<file path="src/rtl/fetch_queue.sv">
// -----------------------------------------------------------------------------
// fetch_queue
//
// Instruction-fetch front end. It contains the fetch PC generator, an in-order,
// variable-latency instruction-memory request port, and a DEPTH-entry prefetch
// FIFO of {pc, instr} pairs that feeds decode. A redirect flushes the FIFO,
// reloads the fetch PC, and arms a drop counter. The drop counter discards the
// responses that are still in flight from the old path.
//
// Optional feature (compile-time macro FETCH_BYPASS_EN):
//   When defined, a response that arrives while the FIFO is empty and no drops
//   are pending is shown on dec_* in the same cycle. If decode accepts it, the
//   response never enters the FIFO.
//
// Parameters:
//   PC_W      fetch address width
//   INS_W     instruction width
//   DEPTH     FIFO entries and maximum outstanding requests (power of two, >= 2)
//   RESET_PC  fetch PC loaded on reset
//
// Ports:
//   clk, reset            clock; synchronous active-high reset
//   imem_req/addr/gnt     request handshake; addr is the current fetch PC
//   imem_rvalid/rdata     in-order responses
//   redirect/redirect_pc  flush and restart fetch at redirect_pc
//   dec_valid/ready       head-of-queue handshake to decode
//   dec_pc/dec_instr      head entry (show-ahead)
//   fifo_count            FIFO occupancy (debug)
// -----------------------------------------------------------------------------
module fetch_queue #(
   parameter int              PC_W     = 9,
   parameter int              INS_W    = 32,
   parameter int              DEPTH    = 4,
   parameter logic [PC_W-1:0] RESET_PC = '0
) (
   input  logic                         clk,
   input  logic                         reset,
   output logic                         imem_req,
   output logic [PC_W-1:0]              imem_addr,
   input  logic                         imem_gnt,
   input  logic                         imem_rvalid,
   input  logic [INS_W-1:0]             imem_rdata,
   input  logic                         redirect,
   input  logic [PC_W-1:0]              redirect_pc,
   output logic                         dec_valid,
   input  logic                         dec_ready,
   output logic [PC_W-1:0]              dec_pc,
   output logic [INS_W-1:0]             dec_instr,
   output logic [$clog2(DEPTH+1)-1:0]   fifo_count
);

   localparam int CNT_W = $clog2(DEPTH + 1);
   localparam int PTR_W = $clog2(DEPTH);

   logic [PC_W-1:0]  r_fetch_pc;
   logic [PC_W-1:0]  r_pc_q  [DEPTH];
   logic [INS_W-1:0] r_ins_q [DEPTH];
   logic [PTR_W-1:0] r_rd_ptr;
   logic [PTR_W-1:0] r_wr_ptr;
   logic [CNT_W-1:0] r_count;
   logic [CNT_W-1:0] r_outstanding;
   logic [CNT_W-1:0] r_drop_cnt;
   logic [PC_W-1:0]  r_tag_q [DEPTH];
   logic [PTR_W-1:0] r_tag_rd;
   logic [PTR_W-1:0] r_tag_wr;

   logic [CNT_W:0]   w_inflight;
   logic             w_credit;
   logic             w_fire;
   logic             w_resp;
   logic             w_keep;
   logic             w_fifo_empty;
   logic             w_head_valid;
   logic             w_bypass;
   logic             w_pop;
   logic             w_push;
   logic [PC_W-1:0]  w_resp_tag;

   // Requests in flight plus entries held can never exceed DEPTH. Because of
   // this, every response that is not dropped always has a free FIFO slot.
   assign w_inflight   = {1'b0, r_outstanding} + {1'b0, r_count};
   assign w_credit     = w_inflight < (CNT_W+1)'(DEPTH);

   assign imem_req     = !reset && !redirect && w_credit;
   assign imem_addr    = r_fetch_pc;
   assign w_fire       = imem_req && imem_gnt;

   // A response with nothing outstanding is a protocol error, so it is ignored.
   assign w_resp       = imem_rvalid && (r_outstanding != '0);
   assign w_resp_tag   = r_tag_q[r_tag_rd];
   assign w_keep       = w_resp && !redirect && (r_drop_cnt == '0);

   assign w_fifo_empty = (r_count == '0);
   assign w_head_valid = !w_fifo_empty && !redirect;

`ifdef FETCH_BYPASS_EN
   assign w_bypass     = w_keep && w_fifo_empty;
`else
   assign w_bypass     = 1'b0;
`endif

   assign dec_valid    = w_head_valid || w_bypass;
   assign dec_pc       = !w_fifo_empty ? r_pc_q[r_rd_ptr]  : (w_bypass ? w_resp_tag : '0);
   assign dec_instr    = !w_fifo_empty ? r_ins_q[r_rd_ptr] : (w_bypass ? imem_rdata : '0);
   assign fifo_count   = r_count;

   assign w_pop        = w_head_valid && dec_ready;
   assign w_push       = w_keep && !(w_bypass && dec_ready);

   // The storage arrays hold no reset state. Validity is tracked only by the
   // counters and pointers.
   always_ff @(posedge clk) begin
      if (w_push && !reset) begin
         r_pc_q[r_wr_ptr]  <= w_resp_tag;
         r_ins_q[r_wr_ptr] <= imem_rdata;
      end
      if (w_fire) begin
         r_tag_q[r_tag_wr] <= r_fetch_pc;
      end
   end

   always_ff @(posedge clk) begin
      if (reset) begin
         r_fetch_pc    <= RESET_PC;
         r_rd_ptr      <= '0;
         r_wr_ptr      <= '0;
         r_count       <= '0;
         r_outstanding <= '0;
         r_drop_cnt    <= '0;
         r_tag_rd      <= '0;
         r_tag_wr      <= '0;
      end else begin
         r_outstanding <= r_outstanding + CNT_W'(w_fire) - CNT_W'(w_resp);
         if (w_fire) r_tag_wr <= r_tag_wr + PTR_W'(1);
         if (w_resp) r_tag_rd <= r_tag_rd + PTR_W'(1);

         if (redirect) begin
            // The response returning in this cycle is discarded as well. The
            // remaining tags stay queued so that the stale responses can pop them.
            r_fetch_pc <= redirect_pc;
            r_rd_ptr   <= '0;
            r_wr_ptr   <= '0;
            r_count    <= '0;
            r_drop_cnt <= r_outstanding - CNT_W'(w_resp);
         end else begin
            if (w_fire) r_fetch_pc <= r_fetch_pc + PC_W'(4);
            if (w_resp && (r_drop_cnt != '0)) r_drop_cnt <= r_drop_cnt - CNT_W'(1);
            if (w_push) r_wr_ptr <= r_wr_ptr + PTR_W'(1);
            if (w_pop)  r_rd_ptr <= r_rd_ptr + PTR_W'(1);
            r_count <= r_count + CNT_W'(w_push) - CNT_W'(w_pop);
         end
      end
   end

endmodule

</file>
<file path="config.mk">
export PLATFORM = sky130hd
export DESIGN_NAME = fetch_queue
export DESIGN_NICKNAME = d
export VERILOG_FILES = /design/src/rtl/fetch_queue.sv
export SDC_FILE = /design/constraint.sdc
export NUM_CORES = 1
export LEC_CHECK = 0
export CORE_MARGIN = 4
export CORE_UTILIZATION = 25
export DETAILED_ROUTE_END_ITERATION = 8
export PLACE_DENSITY = 0.44
export SLEW_MARGIN = 20
export SYNTH_ARGS = -nofsm -noshare
export SYNTH_HDL_FRONTEND = slang
export SYNTH_SLANG_ARGS = --single-unit
</file>
<file path="constraint.sdc">
create_clock -name clk -period 6 [get_ports clk]
set_clock_uncertainty 0.15 [all_clocks]
set_input_delay 1.8 -clock clk [delete_from_list [all_inputs] [get_ports clk]]
set_output_delay 1.8 -clock clk [all_outputs]
set_load 0.02 [all_outputs]
</file>
**Yosys cells after proc, flatten, opt, wreduce, memory -nomap -nowiden**

Memories as Yosys holds them, arrays and structs flattened. A register that Yosys moved wholly into a read port is not among the register bits.
Cells that the tools add are included.

- Register bits: 26
- Bits in latches: 0
- Bits in writable memories: 200
- Memory bits (read-only): 0
- Logic and storage cells: 60
- Memories: 3

- Add/sub/neg operators: 12
- Multipliers: 0
- Div/mod/pow operators: 0
- $lt $le $gt $ge: 1
- Eq/ne operators: 0
- Shift-type cells: 0
- Mux-type cells: 16
- Bitwise logic cells: 0
- Reduce and logical (&&, ||, !) cells: 20

Memory list:

| memory | depth | width | read ports | clocked after memory_dff | write ports | RTL line | text |
|---|---|---|---|---|---|---|---|
| r_ins_q | 4 | 32 | 1 | 1 | 1 | 57 | `logic [INS_W-1:0] r_ins_q [DEPTH];` |
| r_pc_q | 4 | 9 | 1 | 1 | 1 | 56 | `logic [PC_W-1:0] r_pc_q [DEPTH];` |
| r_tag_q | 4 | 9 | 1 | 1 | 1 | 63 | `logic [PC_W-1:0] r_tag_q [DEPTH];` |

Operators with widths:

| cell | number |
|---|---|
| $mux 32 | 1 |
| $mux 9 | 3 |
| $mux 2 | 6 |
| $logic_and 1x1->1 | 10 |
| $add 9x3->9 const B | 1 |
| $sub 3x1->3 | 3 |
| $add 2x1->2 const B | 4 |
| $add 3x1->3 | 2 |
| $logic_not 3->1 | 2 |
| $mux 3 | 2 |
| $reduce_bool 3->1 | 2 |
| $add 3x3->4 | 1 |
| $lt 4x3->1 const B | 1 |
| $mux 1 | 4 |
| $reduce_bool 2->1 | 2 |
| $logic_not 1->1 | 3 |
| $sub 3x1->3 const B | 1 |
| $reduce_or 2->1 | 1 |

**Depth between registers and ports, before layout**

- Depth in word-level cells: 7
- Gate-level depth with buffers: 12
- Mapped depth without buffers: 12

**Worst setup path before layout**

No wires, ideal clock.

- Path type: input-to-output
- Start point: in redirect
- End point: out dec_valid
- Data arrival time: 2.453 ns
- Data required time: 4.050 ns
- Path slack: 1.597 ns
- Cell stages on the path: 3
- Cells stage by stage: buf_6 > clkbuf_1 > nor2_1

- Longest elaborated chain between the ends: 2

Ends and longest elaborated chain:

| what | RTL line | text |
|---|---|---|
| start, declared | 43 | `input logic redirect,` |
| $logic_not 1->1 | 94 | `assign w_head_valid = !w_fifo_empty && !redirect;` |
| $logic_and 1x1->1 | 94 |  |
| end, declared | 45 | `output logic dec_valid,` |

No other way between the ends.

**Worst setup path in the final report**

Same ends and word-level chain as after synthesis.

==> impl_metrics.yaml <==
critical_path:
  cp_max_fo: 27
  rr_startpoint: "r_outstanding[2]$_SDFF_PP0_"
  cpMaxStageDelayCell: "clkdlybuf4s50_1"
  crit_type: "input port to output port"
  critPathTopFamily: "buffers and inverters"
  r2r_end: "r_outstanding[2]$_SDFF_PP0_"
  path_buf_inv: 3
  r2r_setup_slack_ns: 3.13
  cp_common_cell: "clkdlybuf4s50_1"
  path_cells: "clkdlybuf4s50_1 > buf_4 > nor2_1 > clkdlybuf4s50_1"
  worstPathArrival_ns: 3.26
  critPathMaxStageDelay_ns: 0.56
  start_kind: "input port"
  worstSetupEndpointType: "output port"
  ff2ff_path_depth: 11
  required_ns: 4.05
detailed_routing:
  first_iter_violations: 269
  firstDrtPassIters: 4
  wl_per_cell_um: 18.0
  routed_wl_mm: 19.5
  final_antenna_net_count: 0
  drcViolationCount: 0
  met3WireLength_um: 961
  routed_via_density: 4.33
  wl_met2_mm: 9.49
  via_count: 4675
  wl_met1_mm: 8.65
  maxUsedRoutingLayer: "met4"
clock_tree:
  cts_num_sinks: 230
  htree_levels: 1
  cts_buffer_depth: 3
  ctsHoldBuffers: 0
  clockRootBuffer: "clkbuf_16"
  cts_setup_buffers: 0
  clkTransAtPathRegs_ns: 0.05
  numCtsBuffers: 27
  clk_latency_ns: 0.52
  cts_tree: "built"
  cts_resized: 0
sta:
  setup_viol: 0
  worst_pin_slew_ns: 1.04
  fmax_ghz: 0.192
  min_period_ns: 5.21
  drv_slew: 0
  tns_ns: 0
  finalHoldViolCount: 0
  slew-limit-headroom_pct: 30.7
  rsz0062_at_grt: "false"
  layout_worst_path_cycle_share_pct: 86.8
synth:
  yosys.area_share.simple_pct: 6.78
  synth_nets: 554
  synth-seq-area-share_pct: 72.5
  synth_xor_area_share_pct: 1.25
  avgSynthCellArea_um2: 18.7
  ys.flop_type: "edfxtp_1"
  syn-instance-count: 486
  synth_adder_area_share_pct: 3.05
  ys_seq_elements: 230
  synth-edff-count: 200
  yosysWarningCount: 0
  synth_top_family_by_area: "multiplexers"
  synth_compound_area_share_pct: 1.96
  synth_cell_type_count: 42
  synth-async-reset-ratio_pct: 0
  muxShareOfSynthArea_pct: 12.6
  syn-cell-area_um2: 9110
global_route:
  antenna_found_initial: 0
  grt_pass1_vias: 5073
  grt_pass1_wl_mm: 29.9
  grt.overflow.total: 0
  grt_max_degree: 44
  track_usage_pct: 9.79
floorplanning:
  start_util_pct: 25.5
  coreArea_um2: 35700
  io_pins: 102
  die-area_um2: 39600
  die_h_um: 199
  fp-row-count: 69
  die_w_um: 199
hold_path:
  hold_end: "r_tag_wr[1]$_SDFFE_PP0P_"
  holdPathStages: 2
  hold_path_class: "flop to flop"
  hold_start: "r_tag_wr[1]$_SDFFE_PP0P_"
power:
  power_mw: 3.73
  p_per_area_nw_per_um2: 325
  leakagePower_nw: 3.62
  ir_drop_uv: 173
finish:
  nNetsFinal: 671
  final_cells: 1080
  drive_gt1_share_pct: 17.6
  postLayoutCellArea_um2: 11500
  fin_util_pct: 32.1
  diodes: 0
  syn_to_final_growth_pct: 26.0
flow_run:
  drv_cap: 0
placement:
  dpl.cell_count: 1035
  hpwl_mm: 11.6
  gp_congestion: 0.693
  port_buffers: 101
  detailed_place.area_um2: 10700
run_status:
  status: "completed"
routing by layer:
| metal | up-vias | GRT usage (%) |
|---|---|---|
| met5 | - | 0 |
| met4 | 0 | 2.33 |
| met3 | 33 | 2.25 |
| met2 | 120 | 16.6 |
| met1 | 2409 | 12.8 |
| li1 | 2113 | - |
layout by cell type (no fill, tap or decap), drive strengths merged, types with 2 or more instances in the layout:
cell type,count
edfxtp,200
mux2i,2
or3,2
inv,19
nor3,5
ha,19
nor3b,3
nand3,5
and3,5
nand2,5
nand2b,2
dfxtp,30
nor2b,44
clkinv,8
nand4,2
xnor2,12
a21oi,8
o21a,3
buf,10
nand3b,3
a211oi,2
fa,2
and2,12
mux4,50
nor2,14
a31oi,3
a31o,2
clkdlybuf4s50,101
o31ai,2
clkbuf,35
a32oi,2
area by class of cell:
| class | count | area, um2 |
|---|---|---|
| repair buffers | 111 | 1090 |
| well taps | 461 | 577 |
| clock inverters | 10 | 76.3 |
| fillers | 3510 | 24300 |
| clock buffers | 35 | 716 |
| flip-flops and latches | 230 | 6610 |
| inverters | 18 | 67.6 |
| multi-input cells | 215 | 2340 |
cells by family (layout without fill, tap and decap cells):
logic type                 Yosys count  in the layout
DFF                                230            230
and+or+nand+nor                    103            103
muxes                               52             52
buffers and inverters               41            174
xor gates and xnor gates            13             13
adders and majority gates           21             21
AOI/OAI and AO/OA                   26             26
flip-flops by register name, indices dropped and copies added (netlist names), named ones only:
name           count
r_wr_ptr           2
r_rd_ptr           2
r_ins_q          128
r_tag_rd           2
imem_addr          9
r_tag_wr           2
r_drop_cnt         3
r_pc_q            36
r_tag_q           36
r_outstanding      3
fifo_count         3
metrics by stage:
step | hold WS [ns] | setup WS, ns
after global routing | 0.391 | 0.738
after CTS | 0.353 | 0.791
after floorplan | 0.319 | 1.60
after detailed placement | 0.345 | 0.800
final | 0.352 | 0.789
after global placement | 0.329 | 0.830
Yosys cell counts, drive strengths merged, types with 3 or more instances:
library cell	number	area share [%]
a21oi	8	0.44
a31oi	3	0.21
and2	12	0.82
and3	5	0.40
buf	13	0.70
clkbuf	10	0.41
dfxtp	30	6.6
edfxtp	200	66
ha	19	2.6
inv	18	0.74
mux4	50	12
nand2	5	0.21
nand3	5	0.27
nand3b	3	0.25
nor2	14	0.58
nor2b	44	3.0
nor3	5	0.33
nor3b	3	0.43
o21a	3	0.25
xnor2	12	1.2
worst register-to-register path, stage by stage (launching register included):
cell and delay, ns:
dfxtp_1 0.42, ha_1 0.28, nor3_2 0.24, and3_4 0.34
inv_2 0.10, ha_1 0.28, inv_1 0.04, ha_1 0.18
fa_1 0.37, xnor2_1 0.17, xnor2_1 0.13, nor2_1 0.05
report_power, final:
group	total, mW	switching, mW	internal [mW]
registers	1.87	0.0544	1.82
logic	0.390	0.193	0.197
clock network	1.47	0.596	0.873
total	3.73	0.843	2.89
worst max path at each step:
| stage | startpoint | to | slack [ns] | cells after the start |
|---|---|---|---|---|
| floorplan | redirect | dec_valid | 1.60 | 3 |
| global placement | redirect | dec_valid | 0.83 | 4 |
| detailed placement | redirect | dec_valid | 0.80 | 4 |
| CTS | redirect | dec_valid | 0.79 | 4 |
| global route | redirect | dec_valid | 0.74 | 4 |
| finish | redirect | dec_valid | 0.79 | 4 |
Note: power is estimated with default switching activity, not from simulation.
